==> src/rtl/spi_reg_writer_if.sv <==
// -----------------------------------------------------------------------------
// spi_reg_writer_if
//
// Bundles the request handshake and the three-wire SPI bus of spi_reg_writer.
//
// Handshake: the requester raises start together with rw/addr/wdata. A request
// is taken on a rising clk edge where start=1 and busy=0; the fields are
// captured on that edge. A request seen while busy=1 is dropped, not queued.
// done pulses for one cycle when the frame and its gap are over, and in that
// same cycle busy=0, so a start held high is accepted immediately again.
//
// Signals:
//   start, rw, addr[6:0], wdata[7:0]  requester -> controller
//   busy, done                        controller -> requester
//   SCLK, COPI, nCS                   controller -> peripheral
//   state[2:0]                        controller FSM state, debug visibility
//   CIPO, rdata[7:0]                  only with SPI_READBACK_EN defined
// -----------------------------------------------------------------------------
interface spi_reg_writer_if;
    logic       start;
    logic       rw;
    logic [6:0] addr;
    logic [7:0] wdata;
    logic       busy;
    logic       done;
    logic       SCLK;
    logic       COPI;
    logic       nCS;
    logic [2:0] state;
`ifdef SPI_READBACK_EN
    logic       CIPO;
    logic [7:0] rdata;

    modport master (
        output start, rw, addr, wdata, CIPO,
        input  busy, done, SCLK, COPI, nCS, state, rdata
    );
    modport slave (
        input  start, rw, addr, wdata, CIPO,
        output busy, done, SCLK, COPI, nCS, state, rdata
    );
`else
    modport master (
        output start, rw, addr, wdata,
        input  busy, done, SCLK, COPI, nCS, state
    );
    modport slave (
        input  start, rw, addr, wdata,
        output busy, done, SCLK, COPI, nCS, state
    );
`endif
endinterface

==> src/rtl/spi_reg_writer.sv <==
// -----------------------------------------------------------------------------
// spi_reg_writer
//
// SPI mode-0 controller issuing 16-bit register frames {rw, addr[6:0],
// wdata[7:0]}, MSB first. SCLK is derived from clk with a half-period of
// CLK_DIV cycles; nCS stays high at least GAP_CYCLES cycles between frames.
//
// Optional feature macro: SPI_READBACK_EN. When defined, CIPO is sampled on
// SCLK rises 9..16 and the byte is published on rdata at the end of each
// rw=0 frame. When undefined, there is no readback logic at all.
//
// Ports:
//   clk    system clock, rising edge
//   rst_n  asynchronous active-low reset
//   bus    spi_reg_writer_if.slave: start/rw/addr/wdata in, busy/done out,
//          SCLK/COPI/nCS out, state (debug) out, CIPO in / rdata out (option)
//
// Every output is a flop. The FSM computes next-state and the next value of
// each output together, so outputs reflect a state change on the same edge
// the state register takes it: an accept on edge 0 shows nCS=0 in cycle 1.
// -----------------------------------------------------------------------------
module spi_reg_writer #(
    parameter int CLK_DIV    = 4,
    parameter int GAP_CYCLES = 8
) (
    input  logic            clk,
    input  logic            rst_n,
    spi_reg_writer_if.slave bus
);

    typedef enum logic [2:0] {
        IDLE  = 3'd0,
        SETUP = 3'd1,
        SHIFT = 3'd2,
        HOLD  = 3'd3,
        GAP   = 3'd4
    } state_t;

    // Down-counter reload values. The GAP state covers GAP_CYCLES-1 cycles;
    // the last gap cycle is the IDLE cycle carrying done.
    localparam logic [7:0] DIV_LOAD = 8'(CLK_DIV - 1);
    localparam logic [7:0] GAP_LOAD = (GAP_CYCLES > 1) ? 8'(GAP_CYCLES - 2) : 8'd0;
    localparam logic [3:0] LAST_BIT = 4'd15;

    // -------------------------------------------------------------------------
    // State and registered outputs
    // -------------------------------------------------------------------------
    state_t      state, state_n;
    logic [7:0]  div_cnt, div_cnt_n;
    logic [3:0]  bit_cnt, bit_cnt_n;
    logic [15:0] shreg, shreg_n;
    logic        rw_q, rw_n;
    logic        sclk_q, sclk_n;
    logic        copi_q, copi_n;
    logic        ncs_q, ncs_n;
    logic        busy_q, busy_n;
    logic        done_q, done_n;

    // Event strobes used by the readback path
    logic        sample_cipo;
    logic        finish_frame;

    always_ff @(posedge clk or negedge rst_n) begin
        if (!rst_n) begin
            state   <= IDLE;
            div_cnt <= 8'd0;
            bit_cnt <= 4'd0;
            shreg   <= 16'd0;
            rw_q    <= 1'b0;
            sclk_q  <= 1'b0;
            copi_q  <= 1'b0;
            ncs_q   <= 1'b1;
            busy_q  <= 1'b0;
            done_q  <= 1'b0;
        end else begin
            state   <= state_n;
            div_cnt <= div_cnt_n;
            bit_cnt <= bit_cnt_n;
            shreg   <= shreg_n;
            rw_q    <= rw_n;
            sclk_q  <= sclk_n;
            copi_q  <= copi_n;
            ncs_q   <= ncs_n;
            busy_q  <= busy_n;
            done_q  <= done_n;
        end
    end

    // -------------------------------------------------------------------------
    // Next-state and next-output logic
    // -------------------------------------------------------------------------
    always_comb begin
        state_n      = state;
        div_cnt_n    = div_cnt;
        bit_cnt_n    = bit_cnt;
        shreg_n      = shreg;
        rw_n         = rw_q;
        sclk_n       = sclk_q;
        copi_n       = copi_q;
        ncs_n        = ncs_q;
        done_n       = 1'b0;
        sample_cipo  = 1'b0;
        finish_frame = 1'b0;

        case (state)
            IDLE: begin
                sclk_n = 1'b0;
                copi_n = 1'b0;
                ncs_n  = 1'b1;
                if (bus.start) begin
                    state_n   = SETUP;
                    shreg_n   = {bus.rw, bus.addr, bus.wdata};
                    rw_n      = bus.rw;
                    bit_cnt_n = LAST_BIT;
                    div_cnt_n = DIV_LOAD;
                    ncs_n     = 1'b0;
                    copi_n    = bus.rw;
                end
            end

            SETUP: begin
                if (div_cnt == 8'd0) begin
                    // First rise; bit_cnt is 15 so no readback sample here.
                    state_n   = SHIFT;
                    sclk_n    = 1'b1;
                    div_cnt_n = DIV_LOAD;
                end else begin
                    div_cnt_n = div_cnt - 8'd1;
                end
            end

            SHIFT: begin
                if (div_cnt == 8'd0) begin
                    div_cnt_n = DIV_LOAD;
                    if (!sclk_q) begin
                        // Rise k happens with bit_cnt = 16-k, so rises 9..16
                        // are exactly those with bit_cnt in 7..0.
                        sclk_n      = 1'b1;
                        sample_cipo = ~bit_cnt[3];
                    end else begin
                        sclk_n = 1'b0;
                        if (bit_cnt == 4'd0) begin
                            // Fall after the 16th rise closes the data phase.
                            state_n = HOLD;
                            copi_n  = 1'b0;
                        end else begin
                            shreg_n   = {shreg[14:0], 1'b0};
                            copi_n    = shreg[14];
                            bit_cnt_n = bit_cnt - 4'd1;
                        end
                    end
                end else begin
                    div_cnt_n = div_cnt - 8'd1;
                end
            end

            HOLD: begin
                if (div_cnt == 8'd0) begin
                    ncs_n = 1'b1;
                    if (GAP_CYCLES == 1) begin
                        // The single gap cycle is also the done cycle.
                        state_n      = IDLE;
                        done_n       = 1'b1;
                        finish_frame = 1'b1;
                    end else begin
                        state_n   = GAP;
                        div_cnt_n = GAP_LOAD;
                    end
                end else begin
                    div_cnt_n = div_cnt - 8'd1;
                end
            end

            GAP: begin
                if (div_cnt == 8'd0) begin
                    state_n      = IDLE;
                    done_n       = 1'b1;
                    finish_frame = 1'b1;
                end else begin
                    div_cnt_n = div_cnt - 8'd1;
                end
            end

            default: begin
                state_n = IDLE;
                sclk_n  = 1'b0;
                copi_n  = 1'b0;
                ncs_n   = 1'b1;
            end
        endcase
    end

    // busy follows the state the FSM is entering, which makes it drop in the
    // done cycle and rise in the cycle nCS falls.
    assign busy_n = (state_n != IDLE);

    assign bus.busy  = busy_q;
    assign bus.done  = done_q;
    assign bus.SCLK  = sclk_q;
    assign bus.COPI  = copi_q;
    assign bus.nCS   = ncs_q;
    assign bus.state = state;

    // -------------------------------------------------------------------------
    // Optional readback of the peripheral's CIPO byte
    // -------------------------------------------------------------------------
`ifdef SPI_READBACK_EN
    logic [7:0] stage;
    logic [7:0] rdata_q;

    always_ff @(posedge clk or negedge rst_n) begin
        if (!rst_n) begin
            stage   <= 8'd0;
            rdata_q <= 8'd0;
        end else begin
            if (sample_cipo) begin
                stage <= {stage[6:0], bus.CIPO};
            end
            // Only read frames publish; write frames leave rdata untouched.
            if (finish_frame && !rw_q) begin
                rdata_q <= stage;
            end
        end
    end

    assign bus.rdata = rdata_q;
`else
    logic unused_readback;
    assign unused_readback = sample_cipo ^ finish_frame ^ rw_q;
`endif

endmodule

==> src/flat_wrapper.sv <==
// flat-port wrapper written by rule: the top's interface ports become plain ports
module spi_reg_writer_flat 
#(
    parameter int CLK_DIV    = 4,
    parameter int GAP_CYCLES = 8
)
  (clk, rst_n, bus_start, bus_rw, bus_addr, bus_wdata, bus_busy, bus_done, bus_SCLK, bus_COPI, bus_nCS, bus_state);
  spi_reg_writer_if bus_i ();
  input  logic clk;
  input  logic rst_n;
  input wire logic [$bits(bus_i.start)-1:0] bus_start;
  input wire logic [$bits(bus_i.rw)-1:0] bus_rw;
  input wire logic [$bits(bus_i.addr)-1:0] bus_addr;
  input wire logic [$bits(bus_i.wdata)-1:0] bus_wdata;
  output wire logic [$bits(bus_i.busy)-1:0] bus_busy;
  output wire logic [$bits(bus_i.done)-1:0] bus_done;
  output wire logic [$bits(bus_i.SCLK)-1:0] bus_SCLK;
  output wire logic [$bits(bus_i.COPI)-1:0] bus_COPI;
  output wire logic [$bits(bus_i.nCS)-1:0] bus_nCS;
  output wire logic [$bits(bus_i.state)-1:0] bus_state;
  assign bus_i.start = bus_start;
  assign bus_i.rw = bus_rw;
  assign bus_i.addr = bus_addr;
  assign bus_i.wdata = bus_wdata;
  assign bus_busy = bus_i.busy;
  assign bus_done = bus_i.done;
  assign bus_SCLK = bus_i.SCLK;
  assign bus_COPI = bus_i.COPI;
  assign bus_nCS = bus_i.nCS;
  assign bus_state = bus_i.state;
  spi_reg_writer #(.CLK_DIV(CLK_DIV), .GAP_CYCLES(GAP_CYCLES)) u_core (.clk(clk), .rst_n(rst_n), .bus(bus_i));
endmodule
==> config.mk <==
export PLATFORM = sky130hd
export DESIGN_NAME = spi_reg_writer_flat
export DESIGN_NICKNAME = d
export VERILOG_FILES = /design/src/rtl/spi_reg_writer_if.sv /design/src/rtl/spi_reg_writer.sv /design/src/flat_wrapper.sv
export SDC_FILE = /design/constraint.sdc
export NUM_CORES = 1
export LEC_CHECK = 0
export BUFFER_PORTS_ARGS = -buffer_cell sky130_fd_sc_hd__buf_2
export CAP_MARGIN = 15
export CORE_MARGIN = 5
export CORE_UTILIZATION = 48
export CTS_CLUSTER_DIAMETER = 80
export DETAILED_ROUTE_END_ITERATION = 10
export MAX_ROUTING_LAYER = met4
export PLACE_DENSITY = 0.69
export SYNTH_ARGS = -nofsm -noshare
export SYNTH_HDL_FRONTEND = slang
export SYNTH_SLANG_ARGS = --single-unit
==> constraint.sdc <==
create_clock -name clk -period 3.1 [get_ports clk]
set_input_delay 0.155 -clock clk [delete_from_list [all_inputs] [get_ports clk]]
set_output_delay 0.155 -clock clk [all_outputs]
set_load 0.005 [all_outputs]
Yosys cells after proc, flatten, opt, wreduce, memory -nomap -nowiden
Cells that the tools add are included.
Storage, ports and cells
  bits in registers: 35
  bits of input ports: 19
  output and inout port bits: 8
  logic and storage cells: 76
Cells by class
  add/subtract/negate cells: 2
  eq/ne operators: 11
  muxes and demuxes: 36
  bitwise operators: 3
  reductions and logical operators: 15
Operators with widths (number)
  two-way mux 15 bit: 4
  two-way mux 8 bit: 4
  one-hot mux 8 bit (4 select lines): 1
  one-hot mux 15 bit (2 select lines): 1
  two-way mux 3 bit: 7
  two-way mux 4 bit: 4
  one-hot mux 3 bit (5 select lines): 1
  two-way mux 1 bit: 10
  one-hot mux 1 bit (3 select lines): 3
  AND reduction 3 bit: 3
  zero test 8 bit: 1
  inequality test 2 x 1 -> 1 bit (second input constant): 4
  one-hot mux 4 bit (2 select lines): 1
  subtractor 8 x 1 -> 8 bit (second input constant): 1
  == test 3 x 2 -> 1 bit (second input constant): 2
  inequality test 2 bit (second input constant): 3
  OR reduction 3 bit: 2
  AND reduction 5 bit: 1
  zero test 4 bit: 1
  nonzero test 4 bit: 1
  OR reduction 2 bit: 2
  subtractor 4 x 1 -> 4 bit (second input constant): 1
  == test 3 x 1 -> 1 bit (second input constant): 1
  == test 3 bit (second input constant): 1
  other kinds (5): 7

Logic depth before layout (Yosys ltp)
Gate-level depths: netlist of run 1.
  word-level depth: 6
  mapped depth: 8
  gate-level depth less buffers: 7

Least setup slack after synthesis of run 1
OpenSTA, ideal clock, no wires.
  path kind: register to register
  start point: reg u_core.div_cnt[0]
  end point: reg u_core.ncs_q (netlist: u_core.bus.nCS)
  library setup time: 0.073 ns
  arrival time: 1.823 ns
  data required time: 3.027 ns
  path slack: 1.204 ns
  stages on the path, launching flop included: 9
  buffers on the path: 1
  period minus slack after synthesis: 1.896 ns
  cell sequence: dfrtp_1 inv_1 ha_1 nor4b_4 and2_1 buf_4 nand2_1 mux2_2 a21oi_1
On the way
  longest elaborated chain between the ends: 3
RTL lines
  from (decl): RTL line spi_reg_writer.sv:49  | logic [7:0] div_cnt, div_cnt_n;
  from (signal assigned): RTL line spi_reg_writer.sv:77  | div_cnt <= div_cnt_n;
  zero test 8 bit: RTL line spi_reg_writer.sv:158  | if (div_cnt == 8'd0) begin
  inequality test 2 x 1 -> 1 bit (no source line)
  AND reduction 2 bit (no source line)
  to (signal assigned): RTL line spi_reg_writer.sv:83  | ncs_q <= ncs_n;
  to (decl): RTL line spi_reg_writer.sv:55  | logic ncs_q, ncs_n;
No other way between the ends.
A chain may end at the register's enable or synchronous reset.

Worst setup path after layout of run 1
  start point: reg u_core.state[2] (netlist: u_core.bus.state[2])
  end point: reg u_core.shreg[11]
On the way
  longest elaborated chain between the ends: 3
  elaborated cells between the ends (all ways): 9
  those cells by class: eq/ne (5); mux (1); reduce/logical (3)
RTL lines
  from (decl): RTL line spi_reg_writer.sv:48  | state_t state, state_n;
  from (signal assigned): RTL line spi_reg_writer.sv:76  | state <= state_n;
  == test 3 x 2 -> 1 bit / zero test 3 bit (equally long branches): RTL line spi_reg_writer.sv:105  | case (state)
  inequality test 2 x 1 -> 1 bit (no source line), or another cell as far along
  AND reduction 5 bit (no source line)
  to (signal assigned): RTL line spi_reg_writer.sv:79  | shreg <= shreg_n;
  to (decl): RTL line spi_reg_writer.sv:51  | logic [15:0] shreg, shreg_n;
Several ways; a longest one is shown, not always the timed one.

==> impl_metrics.py, run 1 <==
metrics = {
    "clock_tree": {
        "cts_tree": "built",
        "cts_buffers": 5,
        "h-tree-depth": 2,
        "clkSlewWorstSetupHoldPaths_ns": 0.07,
        "cts_root_buf": "clkbuf_8",
        "cts_max_path_buffers": 2,
        "clkSinkCount": 35,
        "worstSkewPairLatency_ns": 0.29,
    },
    "layout": {
        "areaGrowthSynthToFinish_pct": 10.6,
        "nNetsFinal": 261,
        "fill_cells": 393,
        "design_area_sq_um": 2160,
        "n_antenna_cell": 0,
        "final_layout_size_suffix_gt1_share_pct": 18.7,
    },
    "yosys": {
        "synth-compound-area-share_pct": 26.2,
        "yosysTopAreaCell": "dfrtp_1",
        "synth_xor_area_share_pct": 1.79,
        "syn_area_sq_um": 1950,
        "synth_seq_cells": 35,
        "yosys.area_share.simple_pct": 19.0,
        "synthArstFlopShare_pct": 100,
        "synthMuxAreaShare_pct": 0.577,
        "yosysMostFrequentCell": "o21ai_0",
        "synth_edf_count": 0,
        "synth_flop_cell": "dfrtp_1",
        "synth_fa_ha_area_share_pct": 1.28,
        "synth.top_cells.by_count": "o21ai_0, dfrtp_1, nor2_1",
        "synth_nets": 240,
        "synth.avg_cell_area_sq_um": 8.91,
        "ys_seq_area_share_pct": 44.9,
        "ys.warnings.count": 0,
        "synth_top_family_by_area": "compound AO/OA/AOI/OAI gates",
        "synth_top_area_share_pct": 43.6,
        "synth_cell_types": 51,
        "synth_cells": 219,
        "synthTopCellsByArea": "dfrtp_1, o21ai_0, nor2_1",
    },
    "timing": {
        "rsz0062_at_grt": "false",
        "tightest_slew_ns": 0.777,
        "setup_viol_count_final": 0,
        "fin_crit_ns": 2.39,
        "skew_ns": 0.00591,
        "fmax_mhz": 418,
        "fin_crit_sh_pct": 77.2,
        "maxSlewHeadroom_pct": 48.2,
        "timing.hold.ws_ns": 0.108,
        "tns_ns": 0,
        "hold_viol": 0,
        "slew_viol_final": 0,
    },
    "drt": {
        "drt-pass1-iter-count": 4,
        "wl_per_cell_microns": 14.8,
        "drt_iter0_drc": 74,
        "num_vias": 1658,
        "viasPerCell": 5.70,
        "drtAntennaViolNets": 0,
        "drc": 0,
        "routed_wl_mm": 4.30,
    },
    "global_routing": {
        "groute.usage.overall_pct": 18.0,
        "grt_start_max_net_pins": 36,
        "overflow": 0,
        "grt_pass1_wl_mm": 7.27,
        "antenna_found_initial": 0,
        "first_global_vias": 1573,
    },
    "worst_hold_path": {
        "hold_class": "in2reg",
    },
    "placement": {
        "hpwl_mm": 2.92,
        "io_buffer_count": 26,
        "place_area_sq_um": 2060,
        "gp_congestion": 0.820,
    },
    "floorplan": {
        "die_area_sq_um": 5440,
        "die_h_microns": 73.8,
        "core-area_sq_um": 3970,
        "io_pins": 27,
        "initial_core_util_pct": 49.1,
        "rows": 23,
        "die_w_microns": 73.8,
    },
    "worst_setup_path": {
        "cp-end-kind": "flop",
        "cp_max_fo": 20,
        "startpoint_type": "flop",
        "r2r_slack_ns": 0.71,
        "arrival_ns": 2.60,
        "cp.required_ns": 3.31,
        "worstSetupPathType": "reg2reg",
    },
    "power": {
        "ir_drop_mv": 0.182,
        "powerDensity_nw_per_um2": 383,
        "leakagePower_nw": 0.943,
    },
    "job": {
        "max_cap_violations": 0,
    },
    "status": {
        "outcome": "finished, final reports clean",
    },
}
cells in the final DEF (no fill, tap or decap), drive strengths merged, types with 3 or more instances in the layout:
cell	Yosys	routed
o21ai	38	38
dfrtp	34	34
nor2	32	32
buf	7	26
nand2	17	17
a21oi	17	17
inv	8	8
clkbuf	6	7
nand3	5	5
nor3	5	5
a31oi	5	5
xnor2	4	4
nor3b	3	3
o22ai	3	3
o211ai	3	3
sequential cells by signal, indices dropped and copies added (netlist names):
signal            count
u_core.shreg         15
u_core.div_cnt        8
u_core.bit_cnt        4
u_core.bus.state      3
u_core.bus.COPI       1
u_core.bus.SCLK       1
u_core.bus.busy       1
u_core.bus.done       1
u_core.bus.nCS        1
per-stage QoR:
step                      setup WS (ns)  total power [mW]  utilization (%)  std cells
after CTS                         0.716             0.840             54.3        291
after global placement            0.737             0.489             51.8        282
after global routing              0.533             0.860             54.3        291
after detailed placement          0.743             0.490             51.8        282
final                             0.708             0.827             54.3        291
after floorplan                    1.20             0.469                -        219
final cells by class:
class | instances | area (sq um) | area share (%)
Timing Repair Buffer | 27 | 140 | 6.49
Sequential cell | 35 | 877 | 40.6
Inverter | 9 | 33.8 | 1.57
Tap cell | 50 | 62.6 | 2.90
Multi-Input combinational cell | 162 | 953 | 44.2
Clock inverter | 1 | 5.00 | 0.232
Clock buffer | 7 | 86.3 | 4.00
cell families after synthesis:
kind of cell | Yosys count
mux | 1
buf+inv | 22
flops | 35
compound gates | 82
fa+ha+maj | 2
xor+xnor | 4
simple gates | 73
where the power goes:
group / switching, mW / internal, mW / leakage [nW] / total, mW
Combinational: 0.0127 / 0.00964 / 0.459 / 0.0223
Clock: 0.167 / 0.179 / 0.0482 / 0.346
Sequential: 0.000890 / 0.458 / 0.436 / 0.459
routing by layer:
layer  vias to the layer above  GRT usage (%)  share of wire, %
li1                        824              -                 -
met1                       784           21.2                46
met2                        42           28.8                46
met3                         8           5.34               6.0
met4                         0           6.84               1.8
met5                         -              -                 0
timing repair:
action | 4_1_cts | 5_1_grt
setup endpoints to repair | 0 | 0
hold buffers | 1 | 0
endpoints found under the hold margin | 34 | 0
gates resized for setup | 0 | 0
setup buffers | 0 | 0
worst max-delay path, cell delays in order (launching register included):
cell	delay, ns
dfrtp_1	0.58
or3b_1	0.70
o21a_4	0.37
nor2_4	0.33
o21ai_0	0.15
a21oi_1	0.17
path summary, 6_finish.rpt:
check                                               from                            end  depth (start not counted)
max                        u_core.bus.state[2]$_DFF_PN0_   u_core.shreg[11]$_DFFE_PN0P_                          5
min                                         bus_wdata[0]    u_core.shreg[0]$_DFFE_PN0P_                          3
max reg2reg                u_core.bus.state[2]$_DFF_PN0_   u_core.shreg[11]$_DFFE_PN0P_                          5
min reg2reg                   u_core.bus.nCS$_DFFE_PN1P_     u_core.bus.nCS$_DFFE_PN1P_                          2
max in group asynchronous                          rst_n  u_core.div_cnt[1]$_DFFE_PN0P_                          2
min in group asynchronous                          rst_n  u_core.bus.state[2]$_DFF_PN0_                          2
No activity file was read; power rests on OpenSTA's default activity.
==> inputs of run 2 (changes only) <==
- ABC_AREA: unset -> 1
- clock period: 3.1 -> 2.45 ns (I/O delays scaled with it)
==> run 2 against run 1 <==
- via count decreased by 0.36%
- cell count increased by 20%
- synthesized cell count grew 23%
- worst hold slack got worse by 0.029 ns
- combinational power increased by 70%
- critical path type unchanged
- critical endpoint is now u_core.bit_cnt[2]$_DFFE_PN0P_
- largest cell class unchanged
- largest power group unchanged
- highest routed layer unchanged
==> impl_metrics.py, run 2 <==
metrics = {
    "status": {
        "outcome": "finished, final reports clean",
    },
    "floorplan": {
        "die_h_microns": 73.6,
        "initial_core_util_pct": 48.8,
        "io_pins": 27,
        "core-area_sq_um": 3970,
        "die_w_microns": 73.6,
        "rows": 23,
        "die_area_sq_um": 5410,
    },
    "worst_setup_path": {
        "r2r-end": "u_core.bit_cnt[2]$_DFFE_PN0P_",
        "crit_chain": "inv_1 > ha_1 > nand3_2 > nor2_8 > nand2_4 > nand2_4 > nand2_4 > clkinv_2 > nand2_1 > o21ai_1",
        "cp-end-kind": "flop",
        "r2r_slack_ns": 0.57,
        "cp.required_ns": 2.66,
        "r2r_start": "u_core.div_cnt[0]$_DFFE_PN0P_",
        "startpoint_type": "flop",
        "crit_family": "simple AND/OR/NAND/NOR gates",
        "worstSetupPathType": "reg2reg",
        "path_buf_inv": 2,
        "reg2regPathDepth": 10,
        "cp_max_fo": 22,
        "crit_top_cell": "nand2_4",
        "crit_path_max_incr_delay_ns": 0.38,
        "arrival_ns": 2.09,
        "critPathSlowestCell": "dfrtp_1",
    },
    "drt": {
        "viasPerCell": 4.72,
        "drc": 0,
        "drtAntennaViolNets": 0,
        "drt-pass1-iter-count": 4,
        "wl_per_cell_microns": 11.2,
        "drt_iter0_drc": 76,
        "routed_wl_mm": 3.92,
        "num_vias": 1652,
    },
    "timing": {
        "hold_viol": 0,
        "worst_slack_ns": 0.568,
        "fin_crit_sh_pct": 76.8,
        "tightest_slew_ns": 0.783,
        "rsz0062_at_grt": "false",
        "slew_viol_final": 0,
        "fin_crit_ns": 1.88,
        "maxSlewHeadroom_pct": 47.8,
        "tns_ns": 0,
        "setup_viol_count_final": 0,
        "fmax_mhz": 531,
        "skew_ns": 0.00367,
    },
    "layout": {
        "fill_cells": 383,
        "largest_register_ffs": 15,
        "largestRegisters": "u_core.shreg (15), u_core.div_cnt (8), u_core.bit_cnt (4)",
        "nNetsFinal": 320,
        "final_cells": 350,
        "final_layout_size_suffix_gt1_share_pct": 17.3,
        "fin_util_pct": 55.6,
        "layout_common_cells": "nand2_1, dfrtp_1, nor2_1, buf_2, inv_1",
        "mostFrequentLayoutCell": "nand2_1",
        "n_antenna_cell": 0,
        "largest-register": "u_core.shreg",
        "design_area_sq_um": 2210,
        "areaGrowthSynthToFinish_pct": 13.8,
    },
    "clock_tree": {
        "cts_setup_buffers": 0,
        "clkSinkCount": 35,
        "cts_hold_buffers": 1,
        "h-tree-depth": 2,
        "cts_max_path_buffers": 2,
        "cts_root_buf": "clkbuf_8",
        "cts_resized": 0,
        "worstSkewPairLatency_ns": 0.29,
        "clkSlewWorstSetupHoldPaths_ns": 0.07,
        "cts_buffers": 5,
        "cts_tree": "built",
    },
    "global_routing": {
        "overflow": 0,
        "grt_pass1_wl_mm": 6.92,
        "first_global_vias": 1559,
        "grt_start_max_net_pins": 36,
        "antenna_found_initial": 0,
        "groute.usage.overall_pct": 17.1,
    },
    "yosys": {
        "synth_nets": 291,
        "syn_area_sq_um": 1940,
        "synth.avg_cell_area_sq_um": 7.18,
        "synth_flop_cell": "dfrtp_1",
        "synth.top_cells.by_count": "nand2_1, dfrtp_1, nor2_1",
        "synth_seq_cells": 35,
        "yosysTopAreaCell": "dfrtp_1",
        "yosysMostFrequentCell": "nand2_1",
        "synth_edf_count": 0,
        "synthTopCellsByArea": "dfrtp_1, nand2_1, nor2_1",
        "synthArstFlopShare_pct": 100,
        "ys.warnings.count": 0,
        "synth_top_area_share_pct": 43.9,
        "synth_cell_types": 25,
        "ys_seq_area_share_pct": 45.2,
        "synth_cells": 270,
    },
    "job": {
        "max_cap_violations": 0,
    },
    "placement": {
        "gp_congestion": 0.838,
        "dp_worst_setup_slack_ns": 0.562,
        "io_buffer_count": 26,
        "place_inst": 341,
        "hpwl_mm": 2.84,
        "place_area_sq_um": 2100,
    },
    "power": {
        "leakagePower_nw": 1.27,
        "ir_drop_mv": 0.209,
        "powerDensity_nw_per_um2": 486,
    },
    "worst_hold_path": {
        "min_from": "bus_wdata[0]",
        "holdPathStages": 3,
        "min_to": "u_core.shreg[0]$_DFFE_PN0P_",
        "hold_class": "in2reg",
    },
}
-- run 2: changes by cell type after synthesis, moves of 6 or more --
cell and delta:
clkbuf_1 -6, nand2_1 +106, o21ai_0 -27, a21oi_1 -12, inv_1 +17, nand3_1 +8
-- run 2: cell families (layout without fill, tap and decap cells) --
kind of cell             after synthesis  after routing  share of synthesized area [%]
flip-flops                            35             35                           45.2
AO/OA/AOI/OAI                         22             22                           6.58
XOR/XNOR                               4              4                           1.81
AND/OR/NAND/NOR                      173            173                           37.4
buffers and inverters                 34             64                           7.68
adder cells (fa/ha/maj)                2              2                           1.29
-- run 2: worst min-delay path, stage by stage --
cell and delay (ns):
buf_2 0.09, nand2_1 0.05, o21ai_1 0.07
-- run 2: routing by layer --
layer | GRT usage [%] | share of wire [%] | vias up
li1 | - | - | 888
met2 | 24.4 | 44 | 31
met5 | - | 0 | -
met4 | 5.84 | 0.79 | 0
met1 | 23.2 | 50 | 729
met3 | 4.79 | 4.9 | 4
-- run 2: area by class of cell --
cell class | instances | area, sq um | area share (%)
inverter | 28 | 106 | 4.82
tap | 50 | 62.6 | 2.83
sequential | 35 | 877 | 39.7
multi-input combinational | 201 | 913 | 41.4
clock buffer | 8 | 100 | 4.54
timing repair buffer | 28 | 148 | 6.69
-- run 2: worst max path at each step --
stage                                          endpoint  cells after the start                          start
final                     u_core.bit_cnt[2]$_DFFE_PN0P_                     10  u_core.div_cnt[0]$_DFFE_PN0P_
after global placement    u_core.bit_cnt[2]$_DFFE_PN0P_                     10  u_core.div_cnt[0]$_DFFE_PN0P_
after CTS                 u_core.bit_cnt[2]$_DFFE_PN0P_                     10  u_core.div_cnt[0]$_DFFE_PN0P_
after floorplan           u_core.bit_cnt[3]$_DFFE_PN0P_                     10  u_core.div_cnt[0]$_DFFE_PN0P_
after global routing        u_core.shreg[5]$_DFFE_PN0P_                     10  u_core.div_cnt[0]$_DFFE_PN0P_
after detailed placement  u_core.bit_cnt[2]$_DFFE_PN0P_                     10  u_core.div_cnt[0]$_DFFE_PN0P_
-- run 2: stage by stage --
stage	power, mW	hold slack [ns]
2_1_floorplan	0.599	-0.173
3_3_place_gp	0.626	0.251
3_5_place_dp	0.627	0.252
4_1_cts	1.09	0.0788
5_1_grt	1.12	0.0919
6_report	1.07	0.0795
-- run 2: power by group --
group,switching [mW],total [mW],internal [mW]
clock,0.201,0.457,0.256
sequential,0,0.578,0.578
combinational,0.0216,0.0378,0.0162
total,0.223,1.07,0.850
